===== src/rtl/key_seq_master.sv =====
// Bus-side sequencer for the serial key/sequence-lock device: one select pulse per host
// nibble, SDRD sampled at the end of each strobe and returned as an NBITS-wide word.
//
// Handshakes: nib_valid/nib_ready and resp_valid/resp_ready transfer on a rising edge where
// both are high; valid may not depend on ready; nib_ready and resp_valid derive from state
// (nib_ready is also masked by abort), so no ready->valid loop exists.
module key_seq_master #(
   parameter int NBITS      = 16,
   parameter int STROBE_CYC = 2,
   parameter int RECOV_CYC  = 1
) (
   input  logic             clk,
   input  logic             rst_n,
   input  logic             start,
   input  logic             abort,
   input  logic             nib_valid,
   input  logic [3:0]       nib_data,
   output logic             nib_ready,
   output logic             SSER,
   output logic             BA13,
   output logic             BA12,
   output logic [3:0]       BA7_4,
   output logic             BR_W,
   input  logic             SDRD,
   output logic             resp_valid,
   output logic [NBITS-1:0] resp_data,
   input  logic             resp_ready,
   output logic             busy
);

   localparam int CW = $clog2(NBITS + 1);

   typedef enum logic [2:0] {
      S_IDLE   = 3'd0,
      S_FETCH  = 3'd1,
      S_SETUP  = 3'd2,
      S_STROBE = 3'd3,
      S_RECOV  = 3'd4,
      S_DONE   = 3'd5
   } state_t;

   state_t           state, state_nxt;
   logic [CW-1:0]    bit_cnt;
   logic [3:0]       timer;
   logic [NBITS-1:0] shreg;
   logic             strobe_last, recov_last, last_bit;

   assign strobe_last = (timer == 4'(STROBE_CYC - 1));
   assign recov_last  = (timer == 4'(RECOV_CYC - 1));
   assign last_bit    = (bit_cnt == CW'(NBITS - 1));

   assign nib_ready  = (state == S_FETCH) && !abort;
   assign resp_valid = (state == S_DONE);
   assign busy       = (state != S_IDLE);

   always_ff @(posedge clk or negedge rst_n) begin
      if (!rst_n) state <= S_IDLE;
      else        state <= state_nxt;
   end

   always_comb begin
      state_nxt = state;
      if (abort) begin
         state_nxt = S_IDLE;
      end else begin
         case (state)
            S_IDLE:   if (start)       state_nxt = S_FETCH;
            S_FETCH:  if (nib_valid)   state_nxt = S_SETUP;
            S_SETUP:                   state_nxt = S_STROBE;
            S_STROBE: if (strobe_last) state_nxt = S_RECOV;
            S_RECOV:  if (recov_last)  state_nxt = last_bit ? S_DONE : S_FETCH;
            S_DONE:   if (resp_ready)  state_nxt = S_IDLE;
            default:                   state_nxt = S_IDLE;
         endcase
      end
   end

   // Bus pins are registered; the device sees the address settle one cycle before SSER falls.
   always_ff @(posedge clk or negedge rst_n) begin
      if (!rst_n) begin
         SSER      <= 1'b1;
         BA13      <= 1'b1;
         BA12      <= 1'b0;
         BR_W      <= 1'b0;
         BA7_4     <= 4'd0;
         bit_cnt   <= '0;
         timer     <= 4'd0;
         shreg     <= '0;
         resp_data <= '0;
      end else begin
         timer <= ((state_nxt == state) && (state == S_STROBE || state == S_RECOV))
                  ? timer + 4'd1 : 4'd0;
         if (abort) begin
            SSER  <= 1'b1;
            BA13  <= 1'b1;
            BA12  <= 1'b0;
            BR_W  <= 1'b0;
            BA7_4 <= 4'd0;
         end else begin
            case (state)
               S_IDLE: if (start) begin
                  bit_cnt   <= '0;
                  shreg     <= '0;
                  resp_data <= '0;
               end
               S_FETCH: if (nib_valid) begin
                  BA7_4 <= nib_data;
                  BA13  <= 1'b0;
                  BA12  <= 1'b1;
                  BR_W  <= 1'b1;
               end
               S_SETUP: SSER <= 1'b0;
               // Right shift lands the first sampled bit in bit 0 after NBITS accesses.
               S_STROBE: if (strobe_last) begin
                  SSER  <= 1'b1;
                  shreg <= {SDRD, shreg[NBITS-1:1]};
               end
               S_RECOV: if (recov_last) begin
                  BA13    <= 1'b1;
                  BA12    <= 1'b0;
                  BR_W    <= 1'b0;
                  BA7_4   <= 4'd0;
                  bit_cnt <= bit_cnt + CW'(1);
                  if (last_bit) resp_data <= shreg;
               end
               default: ;
            endcase
         end
      end
   end

endmodule

===== config.mk =====
export PLATFORM = sky130hd
export DESIGN_NAME = key_seq_master
export DESIGN_NICKNAME = d
export VERILOG_FILES = /design/src/rtl/key_seq_master.sv
export SDC_FILE = /design/constraint.sdc
export NUM_CORES = 1
export LEC_CHECK = 0
export CAP_MARGIN = 20
export CELL_PAD_IN_SITES_DETAIL_PLACEMENT = 0
export CELL_PAD_IN_SITES_GLOBAL_PLACEMENT = 1
export CORE_ASPECT_RATIO = 0.9
export CORE_MARGIN = 10
export CORE_UTILIZATION = 45
export DETAILED_ROUTE_END_ITERATION = 12
export GPL_TIMING_DRIVEN = 0
export PLACE_DENSITY_LB_ADDON = 0.1
export SYNTH_ARGS = -nofsm -noshare
export SYNTH_HDL_FRONTEND = slang
export SYNTH_SLANG_ARGS = --single-unit

===== constraint.sdc =====
create_clock -name clk -period 5.3 [get_ports clk]
set_input_delay 1.06 -clock clk [delete_from_list [all_inputs] [get_ports clk]]
set_output_delay 1.06 -clock clk [all_outputs]
set_load 0.02 [all_outputs]

==> results of run 1 <==
==> logic make-up (layout without fill, tap and decap cells) <==
group | after synthesis | in the layout | synth area share
DFF | 51 | 51 | 0.5138
buffers and inverters | 54 | 100 | 0.09854
muxes | 36 | 36 | 0.1458
AOI/OAI and AO/OA | 23 | 23 | 0.06587
xor gates and xnor gates | 2 | 2 | 0.007040
adders and majority gates | 5 | 5 | 0.02514
and+or+nand+nor | 75 | 75 | 0.1438
==> sequential cells by signal (all words and copies together), names as in the netlist <==
signal	flops
BR_W	1
bit_cnt	5
SSER	1
resp_data	16
timer	4
shreg	16
BA7_4	4
state	3
BA13	1
==> stage by stage <==
stage | instances | instance area [um^2] | utilization | setup slack [ns] | total power (uW)
floorplan | 246 | 2489 | - | 2.669 | 454.4
global placement | 350 | 2943 | 0.5534 | 1.571 | 490.6
detailed placement | 351 | 2958 | 0.5562 | 1.614 | 491.8
CTS | 359 | 3075 | 0.5784 | 1.609 | 771.3
global route | 359 | 3075 | 0.5784 | 1.527 | 793.1
finish | 359 | 3075 | 0.5784 | 1.631 | 762.0
==> Yosys cell counts, types with 2 or more instances <==
master    count  area (um^2)
nand3b_1      3        22.52
dfstp_2       2        52.55
nand2b_1      2        12.51
mux2_2        2        22.52
nand2_1      40        150.1
nor3b_1       3        22.52
clkbuf_1      3        11.26
nor2b_1       3        18.77
dfrtp_1      49         1226
a22o_1        5        43.79
inv_1        40        150.1
nor2_1        8        30.03
ha_1          5        62.56
buf_2         6        30.03
buf_6         2        22.52
nor3_1        3        15.01
mux2i_1      34        340.3
and2_1        2        12.51
o21ai_0       3        15.01
and3_1        2        12.51
nand3_1       4        20.02
a21oi_1       6        30.03
==> area by class of cell <==
cell class,instances,area share
Multi-Input combinational cell,141,0.3137
Clock buffer,6,0.02685
Sequential cell,51,0.4158
Buffer,14,0.03092
Timing Repair Buffer,38,0.1253
Clock inverter,2,0.01139
Inverter,40,0.04882
Tap cell,67,0.02726
==> power by group through the flow <==
stage,Clock (uW),Combinational (uW),Sequential [uW]
after floorplan,0,45.7,409
after global placement,0,85.7,405
after detailed placement,0,87.1,405
after CTS,287,87.3,397
after global routing,302,93.3,398
final,279,85.6,397
==> worst reg2reg max path, cell delays in order, from the launching register on <==
cell and delay [ns]:
dfrtp_1 0.43, inv_1 0.07, ha_1 0.15, nor3b_1 0.47
mux2i_1 0.16, nand2b_1 0.24, mux2_2 0.32
==> metal layers <==
metal  GRT usage  vias to the layer above
met1      0.1634                      820
met3     0.04132                        2
met5           0                        -
li1            -                      876
met4     0.03222                        0
met2      0.1485                       30
==> worst max path at each step <==
stage	start	endpoint	slack [ns]	cells past startpoint
2_1_floorplan	abort	nib_ready	2.67	3
3_3_place_gp	rst_n	resp_data[15]$_DFFE_PN0P_	1.57	1
3_5_place_dp	abort	nib_ready	1.61	5
4_1_cts	abort	nib_ready	1.61	5
5_1_grt	abort	nib_ready	1.53	5
6_report	abort	nib_ready	1.63	5
==> impl_metrics.xml, run 1 <==
<?xml version="1.0" encoding="UTF-8"?>
<metrics>
  <group name="setup_path">
    <metric name="critical_path.reg2reg.endpoint" unit="">bit_cnt[0]$_DFFE_PN0P_</metric>
    <metric name="crit_type" unit="">in2out</metric>
    <metric name="critical_path.endpoint_type" unit="">output pin</metric>
    <metric name="path_cells" unit="">clkdlybuf4s50_1, buf_2, nor2_1, and2_1, clkdlybuf4s50_1</metric>
    <metric name="dominant_cell_type_by_count_on_the_critical_path" unit="">clkdlybuf4s50_1</metric>
    <metric name="worst_path_largest_cell_delay" unit="ns">0.60</metric>
    <metric name="timing.reg2reg.setup_slack" unit="ns">3.34</metric>
    <metric name="timing.critical_path.from_type" unit="">primary input</metric>
    <metric name="cp.required" unit="ns">4.24</metric>
    <metric name="path_delay_family" unit="">buffers and inverters</metric>
    <metric name="timing.critical_path.slowest_stage_cell" unit="">clkdlybuf4s50_1</metric>
    <metric name="worstPathMaxFanout" unit="">10</metric>
    <metric name="critPathBufInv" unit="">3</metric>
    <metric name="critical_path_arrival" unit="ns">2.61</metric>
    <metric name="worst_r2r_path_depth" unit="">6</metric>
    <metric name="reg2reg_from" unit="">timer[0]$_DFF_PN0_</metric>
  </group>
  <group name="job">
    <metric name="max_cap_viol_count" unit="">0</metric>
  </group>
  <group name="cells_and_area">
    <metric name="syn_to_final_growth" unit="%">23.58</metric>
    <metric name="layout.cells.most_common_list" unit="">dfrtp_1, inv_1, nand2_1</metric>
    <metric name="multi_input_comb_area" unit="um^2">964.7</metric>
    <metric name="fill_cells" unit="">495</metric>
    <metric name="layout.cells.most_common" unit="">dfrtp_1</metric>
    <metric name="share_of_final_layout_standard_cells_stronger_than_drive_strength_1" unit="">0.09247</metric>
    <metric name="n_antenna_cell" unit="">0</metric>
    <metric name="finish.net_count" unit="">307</metric>
    <metric name="regArea" unit="um^2">1279</metric>
  </group>
  <group name="synth">
    <metric name="async_flop_share" unit="">1.000</metric>
    <metric name="post_synth.cell_area_avg" unit="um^2">10.12</metric>
    <metric name="synth-edff-count" unit="">0</metric>
    <metric name="synthesis.area" unit="um^2">2489</metric>
    <metric name="yosysWarningCount" unit="">0</metric>
    <metric name="nets_in_the_synthesized_netlist" unit="">262</metric>
    <metric name="ys_seq_elements" unit="">51</metric>
    <metric name="synth_seq_area_share" unit="">0.5138</metric>
    <metric name="syn-instance-count" unit="">246</metric>
    <metric name="post_synth_num_cell_types" unit="">41</metric>
    <metric name="postSynth.topFlopCell" unit="">dfrtp_1</metric>
  </group>
  <group name="grt">
    <metric name="grt_pass1_wl" unit="um">8397</metric>
    <metric name="global_route.usage.total" unit="">0.1121</metric>
    <metric name="first_global_vias" unit="">1636</metric>
    <metric name="grt_start_max_net_pins" unit="">34</metric>
    <metric name="globalRoute.totalOverflow" unit="">0</metric>
    <metric name="grt_antenna_before_repair" unit="">0</metric>
  </group>
  <group name="floorplanning">
    <metric name="die_width" unit="um">98.39</metric>
    <metric name="fp-row-count" unit="">25</metric>
    <metric name="core_region_area" unit="um^2">5318</metric>
    <metric name="vertical_extent_of_the_die" unit="um">90.55</metric>
    <metric name="io_pins" unit="">38</metric>
    <metric name="initial_utilization" unit="">0.4680</metric>
    <metric name="floorplan.die_area" unit="um^2">8909</metric>
  </group>
  <group name="clock_tree">
    <metric name="ctsHoldBuffers" unit="">0</metric>
    <metric name="clk_latency" unit="ns">0.30</metric>
    <metric name="postCtsResizedCells" unit="">0</metric>
    <metric name="cts_made_buffers" unit="">5</metric>
    <metric name="cts.reportedPaths.clkPinSlew" unit="ns">0.08</metric>
    <metric name="cts_htree_levels" unit="">2</metric>
    <metric name="root_buffer" unit="">clkbuf_8</metric>
    <metric name="clock_tree_from_tritoncts" unit="">yes</metric>
    <metric name="maximum_number_of_buffers_from_clock_root_to_sink" unit="">2</metric>
    <metric name="clock_sinks" unit="">51</metric>
    <metric name="cts.repair_timing.setup_buffer_count" unit="">0</metric>
  </group>
  <group name="sta">
    <metric name="whs" unit="ns">0.4670</metric>
    <metric name="setup_total_neg_slack" unit="ns">0</metric>
    <metric name="final.min_clock_period" unit="ns">3.669</metric>
    <metric name="timing_worst_slew_pin_value" unit="ns">0.8455</metric>
    <metric name="period_share" unit="">0.6922</metric>
    <metric name="fin_worst_skew" unit="ns">0.01232</metric>
    <metric name="fmaxAchievable" unit="MHz">272.6</metric>
    <metric name="slew-limit-headroom" unit="">0.4363</metric>
    <metric name="final-hold-violation-count" unit="">0</metric>
    <metric name="maxSlewViolCount" unit="">0</metric>
    <metric name="setup_viol_count_final" unit="">0</metric>
    <metric name="rsz0062_at_grt" unit="">false</metric>
  </group>
  <group name="pwr">
    <metric name="internal_power" unit="uW">587.0</metric>
    <metric name="max-vdd-ir-drop" unit="mV">0.1807</metric>
    <metric name="p_comb_frac" unit="">0.112</metric>
    <metric name="power.density_cell_area" unit="nW/um^2">247.8</metric>
    <metric name="static-leakage-power" unit="uW">0.001471</metric>
    <metric name="power_switching" unit="uW">175.1</metric>
    <metric name="clock_power_share" unit="">0.366</metric>
    <metric name="power.switching_fraction" unit="">0.2297</metric>
    <metric name="seq_power_share" unit="">0.521</metric>
  </group>
  <group name="route">
    <metric name="met2WireLength" unit="um">2023</metric>
    <metric name="route.detailed.drc" unit="">0</metric>
    <metric name="dr_wl_met3" unit="um">281</metric>
    <metric name="initialDrtViolationCount" unit="">77</metric>
    <metric name="wl_met1" unit="um">2529</metric>
    <metric name="detail_route.wl_per_cell" unit="um">13.54</metric>
    <metric name="routed_via_density" unit="">4.813</metric>
    <metric name="top_layer_used" unit="">met4</metric>
    <metric name="num_vias" unit="">1728</metric>
    <metric name="antenna_left" unit="">0</metric>
    <metric name="wirelength" unit="um">4862</metric>
    <metric name="drt_pass1_iterations" unit="">4</metric>
  </group>
  <group name="placement">
    <metric name="placement.io_buffers" unit="">37</metric>
    <metric name="place_hpwl" unit="um">3540</metric>
    <metric name="place_congestion" unit="">0.8081</metric>
  </group>
  <group name="worst_hold_path">
    <metric name="terminating_pin_of_the_worst_hold_path" unit="">BA13$_DFFE_PN1P_</metric>
    <metric name="hold_path.class" unit="">reg2reg</metric>
    <metric name="min_path_cells" unit="">2</metric>
    <metric name="worstHoldStart" unit="">BA13$_DFFE_PN1P_</metric>
  </group>
  <group name="outcome">
    <metric name="outcome" unit="">complete, no violations</metric>
  </group>
</metrics>
(Power assumes the default switching activity.)
==> run 2, diff against run 1 <==
Settings changed: CORE_UTILIZATION 45 to 37.
Clock period 5.3 ns to 3 ns, I/O delays scaled along.
==> run 2 against run 1 <==
Against the previous run: via count increased by 2.2%; clock skew increased by 0.0026 ns; design area grew 0.69%; worst hold slack worse by 0.20 ns; clock-buffer cell count unchanged; die area up 17%; routed wire length increased by 7.3%; combinational power increased by 79%; non-clock buffer count did not move; worst setup slack worse by 1.4 ns; first-iteration DRC count shrank 34%; cell count grew 6.4%.
==> impl_metrics.xml, run 2 (synthesis gave the netlist of run 1 again) <==
<?xml version="1.0" encoding="UTF-8"?>
<metrics>
  <group name="floorplanning">
    <metric name="die_width" unit="um">106.5</metric>
    <metric name="io_pins" unit="">38</metric>
    <metric name="initial_utilization" unit="">0.3799</metric>
    <metric name="fp-row-count" unit="">28</metric>
    <metric name="core_region_area" unit="um^2">6551</metric>
    <metric name="floorplan.die_area" unit="um^2">10410</metric>
    <metric name="vertical_extent_of_the_die" unit="um">97.81</metric>
  </group>
  <group name="setup_path">
    <metric name="timing.critical_path.slowest_stage_cell" unit="">clkdlybuf4s50_1</metric>
    <metric name="path_delay_family" unit="">buffers and inverters</metric>
    <metric name="critical_path.endpoint_type" unit="">output pin</metric>
    <metric name="crit_end" unit="">nib_ready</metric>
    <metric name="timing.critical_path.from_type" unit="">primary input</metric>
    <metric name="worst_r2r_path_depth" unit="">6</metric>
    <metric name="timing.reg2reg.setup_slack" unit="ns">0.92</metric>
    <metric name="critPathBufInv" unit="">3</metric>
    <metric name="worstPathMaxFanout" unit="">10</metric>
    <metric name="crit_type" unit="">in2out</metric>
    <metric name="worst_path_largest_cell_delay" unit="ns">0.60</metric>
    <metric name="path_depth" unit="">5</metric>
    <metric name="critical_path_arrival" unit="ns">2.16</metric>
    <metric name="setup.worst_path.start" unit="">abort</metric>
    <metric name="critical_path.reg2reg.endpoint" unit="">bit_cnt[0]$_DFFE_PN0P_</metric>
    <metric name="reg2reg_from" unit="">timer[0]$_DFF_PN0_</metric>
    <metric name="cp.required" unit="ns">2.40</metric>
    <metric name="path_cells" unit="">clkdlybuf4s50_1, buf_2, nor2_1, and2_1, clkdlybuf4s50_1</metric>
    <metric name="dominant_cell_type_by_count_on_the_critical_path" unit="">clkdlybuf4s50_1</metric>
  </group>
  <group name="grt">
    <metric name="globalRoute.totalOverflow" unit="">0</metric>
    <metric name="grt_antenna_before_repair" unit="">0</metric>
    <metric name="grt_start_max_net_pins" unit="">30</metric>
    <metric name="global_route.usage.total" unit="">0.1066</metric>
    <metric name="first_global_vias" unit="">1816</metric>
    <metric name="grt_pass1_wl" unit="um">9218</metric>
  </group>
  <group name="clock_tree">
    <metric name="maximum_number_of_buffers_from_clock_root_to_sink" unit="">2</metric>
    <metric name="clk_latency" unit="ns">0.32</metric>
    <metric name="ctsHoldBuffers" unit="">0</metric>
    <metric name="root_buffer" unit="">clkbuf_8</metric>
    <metric name="cts.repair_timing.setup_buffer_count" unit="">0</metric>
    <metric name="clock_tree_from_tritoncts" unit="">yes</metric>
    <metric name="postCtsResizedCells" unit="">0</metric>
    <metric name="cts.reportedPaths.clkPinSlew" unit="ns">0.10</metric>
    <metric name="clock_sinks" unit="">51</metric>
    <metric name="cts_made_buffers" unit="">5</metric>
    <metric name="cts_htree_levels" unit="">2</metric>
  </group>
  <group name="worst_hold_path">
    <metric name="hold_path.class" unit="">in2async</metric>
  </group>
  <group name="route">
    <metric name="routed_via_density" unit="">4.623</metric>
    <metric name="detail_route.wl_per_cell" unit="um">13.66</metric>
    <metric name="wirelength" unit="um">5217</metric>
    <metric name="route.detailed.drc" unit="">0</metric>
    <metric name="num_vias" unit="">1766</metric>
    <metric name="antenna_left" unit="">0</metric>
    <metric name="drt_pass1_iterations" unit="">4</metric>
    <metric name="initialDrtViolationCount" unit="">51</metric>
  </group>
  <group name="placement">
    <metric name="place_congestion" unit="">0.7319</metric>
    <metric name="place.detailed.instances" unit="">374</metric>
    <metric name="post_dp_cell_area" unit="um^2">2987</metric>
    <metric name="detailedPlace.worstSlack" unit="ns">0.2541</metric>
    <metric name="place_hpwl" unit="um">3686</metric>
    <metric name="placement.io_buffers" unit="">37</metric>
  </group>
  <group name="sta">
    <metric name="final.min_clock_period" unit="ns">2.758</metric>
    <metric name="maxSlewViolCount" unit="">0</metric>
    <metric name="fmaxAchievable" unit="MHz">362.6</metric>
    <metric name="fin_worst_skew" unit="ns">0.01496</metric>
    <metric name="setup_total_neg_slack" unit="ns">0</metric>
    <metric name="period_share" unit="">0.9194</metric>
    <metric name="setup_viol_count_final" unit="">0</metric>
    <metric name="slew-limit-headroom" unit="">0.4403</metric>
    <metric name="timing_worst_slew_pin_value" unit="ns">0.8396</metric>
    <metric name="rsz0062_at_grt" unit="">false</metric>
    <metric name="final-hold-violation-count" unit="">0</metric>
    <metric name="finalWorstSetupSlack" unit="ns">0.2419</metric>
  </group>
  <group name="cells_and_area">
    <metric name="fill_cells" unit="">667</metric>
    <metric name="layout.cells.most_common" unit="">dfrtp_1</metric>
    <metric name="n_antenna_cell" unit="">0</metric>
    <metric name="reg_top3" unit="">resp_data x16, shreg x16, bit_cnt x5</metric>
    <metric name="layout.cells.most_common_list" unit="">dfrtp_1, inv_1, nand2_1</metric>
    <metric name="syn_to_final_growth" unit="%">24.43</metric>
    <metric name="postLayoutCellArea" unit="um^2">3097</metric>
    <metric name="share_of_final_layout_standard_cells_stronger_than_drive_strength_1" unit="">0.08904</metric>
    <metric name="stdcell_count" unit="">382</metric>
    <metric name="finish.net_count" unit="">307</metric>
  </group>
  <group name="pwr">
    <metric name="power.density_cell_area" unit="nW/um^2">434.1</metric>
    <metric name="max-vdd-ir-drop" unit="mV">0.1503</metric>
    <metric name="static-leakage-power" unit="uW">0.001461</metric>
  </group>
  <group name="outcome">
    <metric name="outcome" unit="">complete, no violations</metric>
  </group>
  <group name="job">
    <metric name="max_cap_viol_count" unit="">0</metric>
  </group>
</metrics>
run 2: cell types whose count changed in the layout (fill, tap and decap cells not counted), sizes merged:
| cell | before | now |
|---|---|---|
| clkinv | 1 | 0 |
| clkinvlp | 0 | 1 |
run 2: power breakdown:
group | internal [uW] | switching (uW)
Clock | 249 | 241
Sequential | 697 | 4.60
Combinational | 69.7 | 83.0
Total | 1020 | 328
run 2: layout make-up:
| type | count | area [um^2] | area share |
|---|---|---|---|
| inverter | 40 | 150.1 | 0.04848 |
| multi-input combinational | 141 | 964.7 | 0.3115 |
| tap | 90 | 112.6 | 0.03636 |
| timing repair buffer | 38 | 385.4 | 0.1244 |
| clock buffer | 6 | 72.57 | 0.02343 |
| buffer | 14 | 95.09 | 0.03071 |
| clock inverter | 2 | 37.54 | 0.01212 |
| sequential | 51 | 1279 | 0.4129 |
run 2: routing by layer:
metal	GRT usage	share of wire
met5	0	0
met4	0.03746	0.015
met3	0.03876	0.062
met2	0.1426	0.40
met1	0.1525	0.53
run 2: metrics by stage:
stage | total power (uW) | hold slack, ns | utilization
after floorplan | 802.8 | 0.3044 | -
after global placement | 869.6 | 0.4550 | 0.4536
after detailed placement | 870.7 | 0.4584 | 0.4559
after CTS | 1366 | 0.2844 | 0.4727
after global routing | 1403 | 0.2992 | 0.4727
final | 1344 | 0.2696 | 0.4727
run 2: how the worst min path moves through the flow:
stage,endpoint,slack [ns],cells past startpoint
after floorplan,BA7_4[0]$_DFFE_PN0P_,0.30,0
after global placement,BA13$_DFFE_PN1P_,0.46,2
after detailed placement,BA13$_DFFE_PN1P_,0.46,2
after CTS,resp_data[15]$_DFFE_PN0P_,0.28,1
after global routing,resp_data[15]$_DFFE_PN0P_,0.30,1
final,state[1]$_DFF_PN0_,0.27,1
==> run 3, diff against run 2 <==
Settings changed: CORE_ASPECT_RATIO 0.9 to 1.4, CORE_UTILIZATION 37 to 45.
Clock period 3 ns to 3.5 ns, I/O delays scaled along.
==> run 3 against run 2 <==
Against the previous run: core utilization increased by 8.8 points; combinational power fell by 16%; design area is 1.4% lower; critical path type unchanged; largest power group unchanged.
==> impl_metrics.xml, run 3 (synthesis gave the netlist of run 1 again) <==
<?xml version="1.0" encoding="UTF-8"?>
<metrics>
  <group name="clock_tree">
    <metric name="cts.reportedPaths.clkPinSlew" unit="ns">0.09</metric>
    <metric name="clk_latency" unit="ns">0.30</metric>
    <metric name="cts_made_buffers" unit="">5</metric>
    <metric name="ctsHoldBuffers" unit="">0</metric>
    <metric name="clock_sinks" unit="">51</metric>
    <metric name="postCtsResizedCells" unit="">0</metric>
    <metric name="clock_tree_from_tritoncts" unit="">yes</metric>
    <metric name="cts.repair_timing.setup_buffer_count" unit="">0</metric>
    <metric name="maximum_number_of_buffers_from_clock_root_to_sink" unit="">2</metric>
    <metric name="root_buffer" unit="">clkbuf_8</metric>
    <metric name="cts_htree_levels" unit="">2</metric>
  </group>
  <group name="floorplanning">
    <metric name="vertical_extent_of_the_die" unit="um">108.0</metric>
    <metric name="initial_utilization" unit="">0.4570</metric>
    <metric name="core_region_area" unit="um^2">5445</metric>
    <metric name="io_pins" unit="">38</metric>
    <metric name="floorplan.die_area" unit="um^2">8947</metric>
    <metric name="die_width" unit="um">82.85</metric>
    <metric name="fp-row-count" unit="">32</metric>
  </group>
  <group name="sta">
    <metric name="rsz0062_at_grt" unit="">false</metric>
    <metric name="setup_total_neg_slack" unit="ns">0</metric>
    <metric name="final.min_clock_period" unit="ns">2.920</metric>
    <metric name="timing_worst_slew_pin_value" unit="ns">0.7616</metric>
    <metric name="maxSlewViolCount" unit="">0</metric>
    <metric name="final-hold-violation-count" unit="">0</metric>
    <metric name="finalWorstSetupSlack" unit="ns">0.5801</metric>
    <metric name="fmaxAchievable" unit="MHz">342.5</metric>
    <metric name="period_share" unit="">0.8343</metric>
    <metric name="slew-limit-headroom" unit="">0.4923</metric>
    <metric name="fin_worst_skew" unit="ns">0.009216</metric>
    <metric name="setup_viol_count_final" unit="">0</metric>
  </group>
  <group name="worst_hold_path">
    <metric name="hold_path.class" unit="">in2async</metric>
  </group>
  <group name="pwr">
    <metric name="static-leakage-power" unit="uW">0.001458</metric>
    <metric name="finalPower" unit="uW">1086</metric>
    <metric name="power.density_cell_area" unit="nW/um^2">355.6</metric>
    <metric name="max-vdd-ir-drop" unit="mV">0.1970</metric>
  </group>
  <group name="setup_path">
    <metric name="cp.required" unit="ns">2.80</metric>
    <metric name="worst_path_largest_cell_delay" unit="ns">0.60</metric>
    <metric name="dominant_cell_type_by_count_on_the_critical_path" unit="">clkdlybuf4s50_1</metric>
    <metric name="critical_path_arrival" unit="ns">2.22</metric>
    <metric name="path_cells" unit="">clkdlybuf4s50_1, buf_2, nor2_1, and2_1, clkdlybuf4s50_1</metric>
    <metric name="timing.critical_path.from_type" unit="">primary input</metric>
    <metric name="timing.critical_path.slowest_stage_cell" unit="">clkdlybuf4s50_1</metric>
    <metric name="critical_path.endpoint_type" unit="">output pin</metric>
    <metric name="critPathBufInv" unit="">3</metric>
    <metric name="worstPathMaxFanout" unit="">10</metric>
    <metric name="path_delay_family" unit="">buffers and inverters</metric>
    <metric name="crit_type" unit="">in2out</metric>
  </group>
  <group name="grt">
    <metric name="global_route.usage.total" unit="">0.1107</metric>
    <metric name="grt_antenna_before_repair" unit="">0</metric>
    <metric name="grt_pass1_wl" unit="um">8404</metric>
    <metric name="first_global_vias" unit="">1798</metric>
    <metric name="globalRoute.totalOverflow" unit="">0</metric>
    <metric name="grt_start_max_net_pins" unit="">37</metric>
  </group>
  <group name="cells_and_area">
    <metric name="fill_cells" unit="">522</metric>
    <metric name="regArea" unit="um^2">1279</metric>
    <metric name="stdcell_count" unit="">360</metric>
    <metric name="reg_top3" unit="">resp_data x16, shreg x16, bit_cnt x5</metric>
    <metric name="syn_to_final_growth" unit="%">22.73</metric>
    <metric name="layout.cells.most_common_list" unit="">dfrtp_1, inv_1, nand2_1</metric>
    <metric name="postLayoutCoreUtil" unit="">0.5609</metric>
    <metric name="finish.net_count" unit="">307</metric>
    <metric name="multi_input_comb_area" unit="um^2">964.7</metric>
    <metric name="n_antenna_cell" unit="">0</metric>
    <metric name="share_of_final_layout_standard_cells_stronger_than_drive_strength_1" unit="">0.08904</metric>
    <metric name="layout.cells.most_common" unit="">dfrtp_1</metric>
  </group>
  <group name="placement">
    <metric name="place_hpwl" unit="um">3636</metric>
    <metric name="place.detailed.instances" unit="">352</metric>
    <metric name="detailedPlace.worstSlack" unit="ns">0.5673</metric>
    <metric name="placement.io_buffers" unit="">37</metric>
    <metric name="place_congestion" unit="">0.7789</metric>
  </group>
  <group name="route">
    <metric name="drt_pass1_iterations" unit="">4</metric>
    <metric name="num_vias" unit="">1777</metric>
    <metric name="route.detailed.drc" unit="">0</metric>
    <metric name="routed_via_density" unit="">4.936</metric>
    <metric name="antenna_left" unit="">0</metric>
    <metric name="detail_route.wl_per_cell" unit="um">13.68</metric>
    <metric name="initialDrtViolationCount" unit="">72</metric>
    <metric name="wirelength" unit="um">4923</metric>
  </group>
  <group name="job">
    <metric name="max_cap_viol_count" unit="">0</metric>
  </group>
  <group name="outcome">
    <metric name="outcome" unit="">complete, no violations</metric>
  </group>
</metrics>
run 3: changes by cell type in the layout (fill, tap and decap cells not counted):
cell / delta
bufinv_16: -1
clkinv_4: +1
clkbuf_8: +1
clkinvlp_4: -1
run 3: final timing paths:
path                                          from  slack, ns  depth (start not counted)                endpoint
worst max-delay path                         abort       0.58                          5               nib_ready
worst min-delay path                         rst_n       0.31                          1    BA7_4[1]$_DFFE_PN0P_
worst max register to register  timer[0]$_DFF_PN0_       1.53                          6  bit_cnt[4]$_DFFE_PN0P_
worst min register to register    BA13$_DFFE_PN1P_       0.47                          2        BA13$_DFFE_PN1P_
max in group asynchronous                    rst_n       2.62                          2        SSER$_DFFE_PN1P_
min in group clk                  BA13$_DFFE_PN1P_       0.47                          2        BA13$_DFFE_PN1P_
run 3: area by class of cell:
class                   count  share of cell area
repair buffers             38              0.1262
clock inverters             1            0.002868
inverters                  40             0.04916
plain buffers              14             0.03113
multi-input cells         141              0.3159
flip-flops and latches     51              0.4187
clock buffers               7             0.02827
well taps                  68             0.02786
run 3: metal layers:
| layer | vias up | share of wire | track usage |
|---|---|---|---|
| li1 | 883 | - | - |
| met3 | 4 | 0.043 | 0.03160 |
| met5 | - | 0 | 0 |
| met4 | 0 | 0.0093 | 0.03293 |
| met2 | 24 | 0.53 | 0.1986 |
| met1 | 866 | 0.42 | 0.1246 |
run 3: power by group:
part           internal [uW]  total [uW]  leakage, uW  switching [uW]
Combinational           59.7         129     0.000706            69.3
Sequential               598         602     0.000703            4.20
Clock                    162         355    0.0000484             193
Total                    820        1090      0.00146             267
run 3: worst reg2reg max path, delay by kind of cell, from the launching register on:
| kind | cells | cell delay (ns) |
|---|---|---|
| multiplexers | 2 | 0.47 |
| buffers and inverters | 1 | 0.08 |
| AND/OR/NAND/NOR | 2 | 0.74 |
| flip-flops | 1 | 0.43 |
| adder cells (fa/ha/maj) | 1 | 0.14 |
run 3: stage by stage:
step / hold slack [ns] / instance area, um^2
after detailed placement: 0.4575 / 2959
after CTS: 0.3081 / 3054
after global routing: 0.3081 / 3054
after floorplan: 0.4044 / 2489
after global placement: 0.4493 / 2944
final: 0.3091 / 3054
